File: config.mk
export PLATFORM = sky130hd
export DESIGN_NAME = fetch_stage
export DESIGN_NICKNAME = d
export VERILOG_FILES = /design/src/rtl/core_pkg.sv /design/src/rtl/fetch_fifo.sv /design/src/rtl/fetch_stage.sv
export SDC_FILE = /design/constraint.sdc
export NUM_CORES = 1
export LEC_CHECK = 0
export CORE_AREA = 2 2 129 131
export CTS_CLUSTER_SIZE = 28
export DETAILED_ROUTE_END_ITERATION = 10
export DIE_AREA = 0 0 131 133
export GPL_ROUTABILITY_DRIVEN = 0
export PLACE_DENSITY = 0.75
export SETUP_SLACK_MARGIN = 0.4
export SLEW_MARGIN = 20
export SYNTH_ARGS = -nofsm -noshare
export SYNTH_HDL_FRONTEND = slang
export SYNTH_SLANG_ARGS = --single-unit
File: constraint.sdc
create_clock -name clk -period 5.2 [get_ports clk]
set_input_delay 0.52 -clock clk [delete_from_list [all_inputs] [get_ports clk]]
set_output_delay 0.52 -clock clk [all_outputs]
set_load 0.05 [all_outputs]
File: src/rtl/core_pkg.sv
// Shared constants for the pipelined RISC-V core.
// Every pipeline stage imports these.
package core_pkg;

  localparam int          DEFAULT_ADDR_W   = 32;
  localparam int          DEFAULT_INST_W   = 32;
  localparam logic [31:0] DEFAULT_RESET_PC = 32'h0000_0000;
  localparam int          PC_STEP          = 4;

  // addi x0,x0,0 -- the bubble that downstream stages insert after a flush
  localparam logic [31:0] NOP_INST = 32'h0000_0013;

endpackage

File: src/rtl/fetch_fifo.sv
// Two-entry skid buffer that holds fetched {pc, inst} pairs until the IF/ID register takes them.
// The output reads zero when the buffer is empty. 'clear' flushes every entry.
module fetch_fifo #(
  parameter int W     = 64,
  parameter int DEPTH = 2
) (
  input  logic         clk,
  input  logic         rst,
  input  logic         clear,
  input  logic         push,
  input  logic         pop,
  input  logic [W-1:0] din,
  output logic [W-1:0] dout,
  output logic [1:0]   count
);

  logic [W-1:0] mem [DEPTH];
  logic         rdptr;
  logic         wrptr;

  assign dout = (count != 2'd0) ? mem[rdptr] : '0;

  always_ff @(posedge clk or posedge rst) begin
    if (rst) begin
      rdptr <= 1'b0;
      wrptr <= 1'b0;
      count <= 2'd0;
    end else if (clear) begin
      rdptr <= 1'b0;
      wrptr <= 1'b0;
      count <= 2'd0;
    end else begin
      if (push) begin
        mem[wrptr] <= din;
        wrptr      <= ~wrptr;
      end
      if (pop)
        rdptr <= ~rdptr;
      case ({push, pop})
        2'b10:   count <= count + 2'd1;
        2'b01:   count <= count - 2'd1;
        default: count <= count;
      endcase
    end
  end

endmodule

File: src/rtl/fetch_stage.sv
// Instruction-fetch stage: owns the PC, issues reads to a 1-cycle instruction memory,
// and buffers the returned words for the IF/ID register. EX redirects flush all pending work.
module fetch_stage
  import core_pkg::*;
#(
  parameter int                ADDR_W   = DEFAULT_ADDR_W,
  parameter int                INST_W   = DEFAULT_INST_W,
  parameter logic [ADDR_W-1:0] RESET_PC = ADDR_W'(DEFAULT_RESET_PC)
) (
  input  logic              clk,
  input  logic              rst,
  output logic              imem_en,
  output logic [ADDR_W-1:0] imem_addr,
  input  logic [INST_W-1:0] imem_rdata,
  input  logic              redirect_valid,
  input  logic [ADDR_W-1:0] redirect_pc,
  output logic              if_valid,
  output logic [ADDR_W-1:0] if_pc,
  output logic [INST_W-1:0] if_inst,
  input  logic              id_ready
);

  logic [ADDR_W-1:0]        pc;
  logic [ADDR_W-1:0]        inflight_pc;
  logic                     inflight;
  logic [1:0]               count;
  logic [1:0]               credit;
  logic                     pop;
  logic                     push;
  logic [ADDR_W+INST_W-1:0] head;

  // Buffered plus outstanding reads never exceed two, so the FIFO cannot overflow.
  assign credit   = count + {1'b0, inflight};
  assign if_valid = (count != 2'd0) & ~redirect_valid;
  assign pop      = if_valid & id_ready;
  assign push     = inflight & ~redirect_valid;

  // Held low during reset so no read is issued before the first cycle after release.
  assign imem_en   = ~rst & ~redirect_valid &
                     ((credit < 2'd2) | ((credit == 2'd2) & pop));
  assign imem_addr = pc;

  assign if_pc   = head[ADDR_W+INST_W-1:INST_W];
  assign if_inst = head[INST_W-1:0];

  always_ff @(posedge clk or posedge rst) begin
    if (rst) begin
      pc          <= RESET_PC;
      inflight    <= 1'b0;
      inflight_pc <= '0;
    end else begin
      inflight <= imem_en;
      if (imem_en)
        inflight_pc <= pc;
      if (redirect_valid)
        pc <= {redirect_pc[ADDR_W-1:2], 2'b00};
      else if (imem_en)
        pc <= pc + ADDR_W'(PC_STEP);
    end
  end

  fetch_fifo #(
    .W     (ADDR_W + INST_W),
    .DEPTH (2)
  ) u_fifo (
    .clk   (clk),
    .rst   (rst),
    .clear (redirect_valid),
    .push  (push),
    .pop   (pop),
    .din   ({inflight_pc, imem_rdata}),
    .dout  (head),
    .count (count)
  );

endmodule

# Word level (Yosys, flattened, before mapping)
# Memory sizes are Yosys's and may differ from the RTL's.
# Cells that the tools add are included.
dict set report op_classes {
  n_eq_ne 3
  reduce_logical 7
  magnitude_cmp 1
  mux 12
  n_bitwise 11
  addsub 4
}
# operator count
set op_table {}
lappend op_table {{$mux W32} 2}
lappend op_table {{$mux W64} 1}
lappend op_table {{$add A32 B3 Y32 const B} 1}
lappend op_table {{$reduce_bool A2 Y1} 4}
lappend op_table {{$mux W1} 7}
lappend op_table {{$and A1 B1 Y1} 6}
lappend op_table {{$eq A2 B2 Y1 const B} 2}
lappend op_table {{$not A1 Y1} 4}
lappend op_table {{$pmux W2 S2} 1}
lappend op_table {{$reduce_bool A3 Y1} 1}
lappend op_table {{$add A2 B1 Y2} 1}
lappend op_table {{$add A2 B1 Y2 const B} 1}
lappend op_table {{$eq A2 B1 Y1 const B} 1}
lappend op_table {{$lt A2 B2 Y1 const B} 1}
lappend op_table {{$mux W2} 1}
lappend op_table {{$sub A2 B1 Y2 const B} 1}
lappend op_table {{$logic_and A1 B1 Y1} 1}
lappend op_table {{$logic_not A1 Y1} 1}
lappend op_table {{$or A1 B1 Y1} 1}
dict set report totals {
  output_inout_bits 98
  word_cells 45
  ff_bits 69
  input_bits 68
  ram_bits 128
  mem_count 1
}
# name words word_bits rd rd_clocked_by_memory_dff write_ports line_no
set mem_list {}
lappend mem_list {u_fifo.mem 2 64 1 0 1 fetch_fifo.sv:17} ;# logic [W-1:0] mem [DEPTH];

# Depth between registers and ports, before layout
dict set report logic_depth {
  depth_word 8
  ltp_mapped 8
  ltp_nobuf 7
}

# By module
# From an unflattened synthesis, not the netlist that was laid out.
dict set report hier_totals {
  cells_unflattened 611
  hier_area_um2 8376.8
}
# mod cells_each seq_area_each_um2 area_each_um2 n_inst
set modules_own_cells {}
lappend modules_own_cells {fetch_fifo 290 3943.8 5097.4 1}
lappend modules_own_cells {fetch_stage 321 1526.5 3279.4 1}

# Worst setup path before layout
# Ideal clock, no wire load.
dict set report synth_path {
  path_type {input port to flip-flop}
  start {in redirect_valid}
  end {mem u_fifo.mem[0][0] (enable)}
  required_ns 4.718
  arrival_ns 3.490
  path_slack_ns 1.228
  setup_ns 0.482
  cell_stages 4
  path_buffers 1
  cell_sequence {clkbuf_1 nor2_1 nand2_1 nor2_1}
}
dict set report synth_between {
  elab_chain_cells 6
}
# element line_no
set synth_rtl {}
lappend synth_rtl {{from (decl)} fetch_stage.sv:15} ;# input logic redirect_valid,
lappend synth_rtl {{$not A1 Y1} fetch_stage.sv:36} ;# assign push = inflight & ~redirect_valid;
lappend synth_rtl {{$and A1 B1 Y1} fetch_stage.sv:36}
lappend synth_rtl {{$mux W1} fetch_fifo.sv:33} ;# if (push) begin
lappend synth_rtl {{$mux W1 (*)} fetch_fifo.sv:28} ;# end else if (clear) begin
lappend synth_rtl {{$logic_and A1 B1 Y1 (not written as such) (*)} fetch_fifo.sv:34} ;# mem[wrptr] <= din;
lappend synth_rtl {{$mux W1 (not written as such) (*)} fetch_fifo.sv:34}
lappend synth_rtl {{to (decl)} fetch_fifo.sv:17}
# Every way passes the cells marked *; elsewhere a longest branch is shown, timed or not.

# Worst setup path in the final report
dict set report layout_path {
  start {in redirect_valid}
  end {out imem_en}
}
dict set report layout_between {
  elab_chain_cells 6
  elab_cells_between_ends 7
  classes_between {bitwise: 7}
}
# element line_no
set layout_rtl {}
lappend layout_rtl {{$not A1 Y1 (*)} {fetch_stage.sv:34, fetch_stage.sv:39}}
lappend layout_rtl {{$and A1 B1 Y1} fetch_stage.sv:34} ;# assign if_valid = (count != 2'd0) & ~redirect_valid;
lappend layout_rtl {{$and A1 B1 Y1} fetch_stage.sv:35} ;# assign pop = if_valid & id_ready;
lappend layout_rtl {{$and A1 B1 Y1} fetch_stage.sv:40} ;# ((credit < 2'd2) | ((credit == 2'd2) & pop));
lappend layout_rtl {{$or A1 B1 Y1} fetch_stage.sv:40}
lappend layout_rtl {{$and A1 B1 Y1 (*)} fetch_stage.sv:39} ;# assign imem_en = ~rst & ~redirect_valid &
lappend layout_rtl {{to (decl)} fetch_stage.sv:12} ;# output logic imem_en,
# Marks and branches as above.

==> results_dict.tcl <==
set metrics [dict create \
    ys_top_cells_by_area "edfxtp_1, dfrtp_1, mux2i_1, nand2_1, nor2_1" \
    timing.slew.headroom_pct 38.2 \
    tritoncts "yes" \
    dp_hpwl_mm 11.1 \
    rsz0062_at_grt "no" \
    postSynthCellCount 633 \
    die_y_um 133 \
    postSynthAreaPerCell_um2 12.4 \
    cp-end-kind "output pin" \
    maxCapViolations 0 \
    die_x_um 131 \
    register_area_mm2 0.00535 \
    place_inst 985 \
    hp-start "inflight_pc[19]" \
    cts_setup_buffers 0 \
    startpoint_type "primary input" \
    drc 0 \
    min_period_ps 3460 \
    skew_ps 8.16 \
    fin_tns_setup_ps 0 \
    postCtsHoldBufs 0 \
    grt_start_max_net_pins 66 \
    power_density_mw_per_mm2 357 \
    routed_wl_mm 17.3 \
    synth_top_area_cell "edfxtp_1" \
    dr.pass1.iters 5 \
    cts_buffer_depth 2 \
    root_buffer "clkbuf_16" \
    rrSetupSlack_ps 2060 \
    start_util_pct 48.3 \
    n_antenna_cell 0 \
    setup_viol 0 \
    crit_path_max_fanout 42 \
    slew_viol_final 0 \
    clock_latency_ps 420 \
    utilization_pct 63.4 \
    port_buffers 159 \
    syn_to_final_growth_pct 31.2 \
    grt_remaining_overflow 0 \
    synth_area_mm2 0.00782 \
    power_leakage_nw 3.75 \
    ys_seq_area_share_pct 68.4 \
    whs_ps 468 \
    crit_type "in -> out" \
    post_cts_resized 0 \
    multi_input_area_mm2 0.00229 \
    hold_viol_final 0 \
    cts.clk_slew.worst_paths_ps 60 \
    h-tree-depth 4 \
    track_usage_pct 20.2 \
    yosysWarnings 0 \
    grt_pass1_vias 5397 \
    required_ps 4680 \
    cts_buffers 17 \
    die_area_mm2 0.0174 \
    cp_data_arrival_time_ps 2940 \
    final.period_utilization_pct 66.6 \
    vias_per_cell 5.29 \
    r2r_cells 7 \
    setup.worst_path.start "redirect_valid" \
    core_area_mm2 0.0162 \
    io_pins 166 \
    max_freq_mhz 289 \
    wl_per_cell_um 17.0 \
    dr_total_vias 5390 \
    final_cells 1018 \
    drt_iter0_markers 298 \
    ant_nets 0 \
    peakVddDrop_v 0.000241 \
    postLayoutCellArea_mm2 0.0103 \
    hold_end "u_fifo.mem[1][51]" \
    timing.rr.start "inflight" \
    r2r_end "imem_addr[6]" \
    min_path_cells 0 \
    dpl_cell_area_mm2 0.00961 \
    grt_pass1_wl_mm 27.0 \
    status "completed" \
    nFillCells 1233 \
    max_slew.worst_pin.slew_ps 927 \
    antenna_found_initial 0 \
    hp-class "reg -> reg" \
    ys_ff_latch 189 \
    drive_above_1_share_pct 6.77 \
    worst_slack_ps 1740 \
    ys_types 45 \
    cts_num_sinks 189 \
    power_mw 3.66 \
    synthDominantCellAreaShare_pct 47.6 \
    pre_cts_ws_ps 1620 \
    row_count 47 \
    nets 855 \
]
==> metal layers <==
metal | routed length [um] | global-route usage, % | vias up
met4 | 253 | 7.09 | 0
met3 | 1170 | 4.29 | 20
met1 | 7250 | 25.4 | 2633
met5 | 0 | 0 | -
met2 | 8610 | 34.5 | 169
li1 | - | - | 2568
==> Yosys cell counts, drive strengths merged <==
master  instances
a211o           1
a211oi          1
a21o            1
a21oi           5
a221o           7
a221oi          1
a22oi           1
a31o            2
a31oi           5
a32oi           1
a41o            1
and2            3
and3            3
buf            16
clkbuf         20
clkinv          1
conb            1
dfrtp          65
edfxtp        124
ha              2
inv            14
mux2i          63
nand2         109
nand2b          1
nand3          21
nand4          13
nor2           82
nor3            5
nor3b           1
nor4            4
o211ai          7
o21ai          29
o311ai          3
o31ai           2
or2             2
or3             6
or3b            1
or4             2
xnor2           3
xor2            4
==> power breakdown <==
| group | internal, mW | switching [mW] | leakage (nW) |
|---|---|---|---|
| logic | 0.190 | 0.328 | 1.51 |
| clock network | 0.782 | 0.568 | 0.312 |
| registers | 1.71 | 0.0857 | 1.93 |
| total | 2.68 | 0.982 | 3.75 |
==> layout make-up <==
type                       count  share of cell area [%]
multi-input combinational    396                    22.3
clock inverter                12                    1.42
inverter                      15                   0.549
timing repair buffer         166                    16.1
clock buffer                  20                    4.67
tap                          220                    2.68
sequential                   189                    52.2
==> worst max-delay path: stages <==
cell and delay (ps):
clkdlybuf4s50_1 400, buf_4 260, or3b_1 460, a221o_2 380
inv_2 580, buf_4 330
==> registers in the layout, summed over array words and instances (netlist names) <==
| signal | flops |
|---|---|
| inflight_pc | 30 |
| u_fifo.wrptr | 1 |
| u_fifo.mem | 124 |
| u_fifo.rdptr | 1 |
| inflight | 1 |
| u_fifo.count | 2 |
| imem_addr | 30 |
==> cells in the final DEF (no fill, tap or decap), drive strengths merged, types with 3 or more instances in the layout <==
master         instances
clkinv                 3
conb                   4
a31oi                  5
clkdlybuf4s50        158
or3                    6
nor2                  82
inv                   22
buf                    8
xor2                   4
o311ai                 3
dfrtp                 65
nand2                109
a221o                  7
a21oi                  5
nor4                   4
and3                   3
and2                   3
clkbuf                20
xnor2                  3
o21ai                 29
nor3                   5
nand4                 13
o211ai                 7
nand3                 21
mux2i                 63
edfxtp               124
==> worst max-delay path by stage <==
stage / to / slack [ps] / cells past startpoint
after floorplan: u_fifo.mem[0][0] / 1230 / 4
after global placement: imem_en / 1760 / 6
after detailed placement: imem_addr[6] / 1620 / 8
after CTS: imem_en / 1750 / 6
after global routing: imem_en / 1660 / 5
final: imem_en / 1740 / 6
==> logic make-up after synthesis <==
| family | count (synthesis) | share of synthesized area (%) |
|---|---|---|
| compound gates | 67 | 5.75 |
| xor+xnor | 7 | 0.784 |
| other cells | 1 | 0.0480 |
| flops | 189 | 68.4 |
| buf+inv | 51 | 2.67 |
| fa+ha+maj | 2 | 0.320 |
| mux | 63 | 8.07 |
| simple gates | 253 | 13.9 |
(Power assumes the default switching activity.)
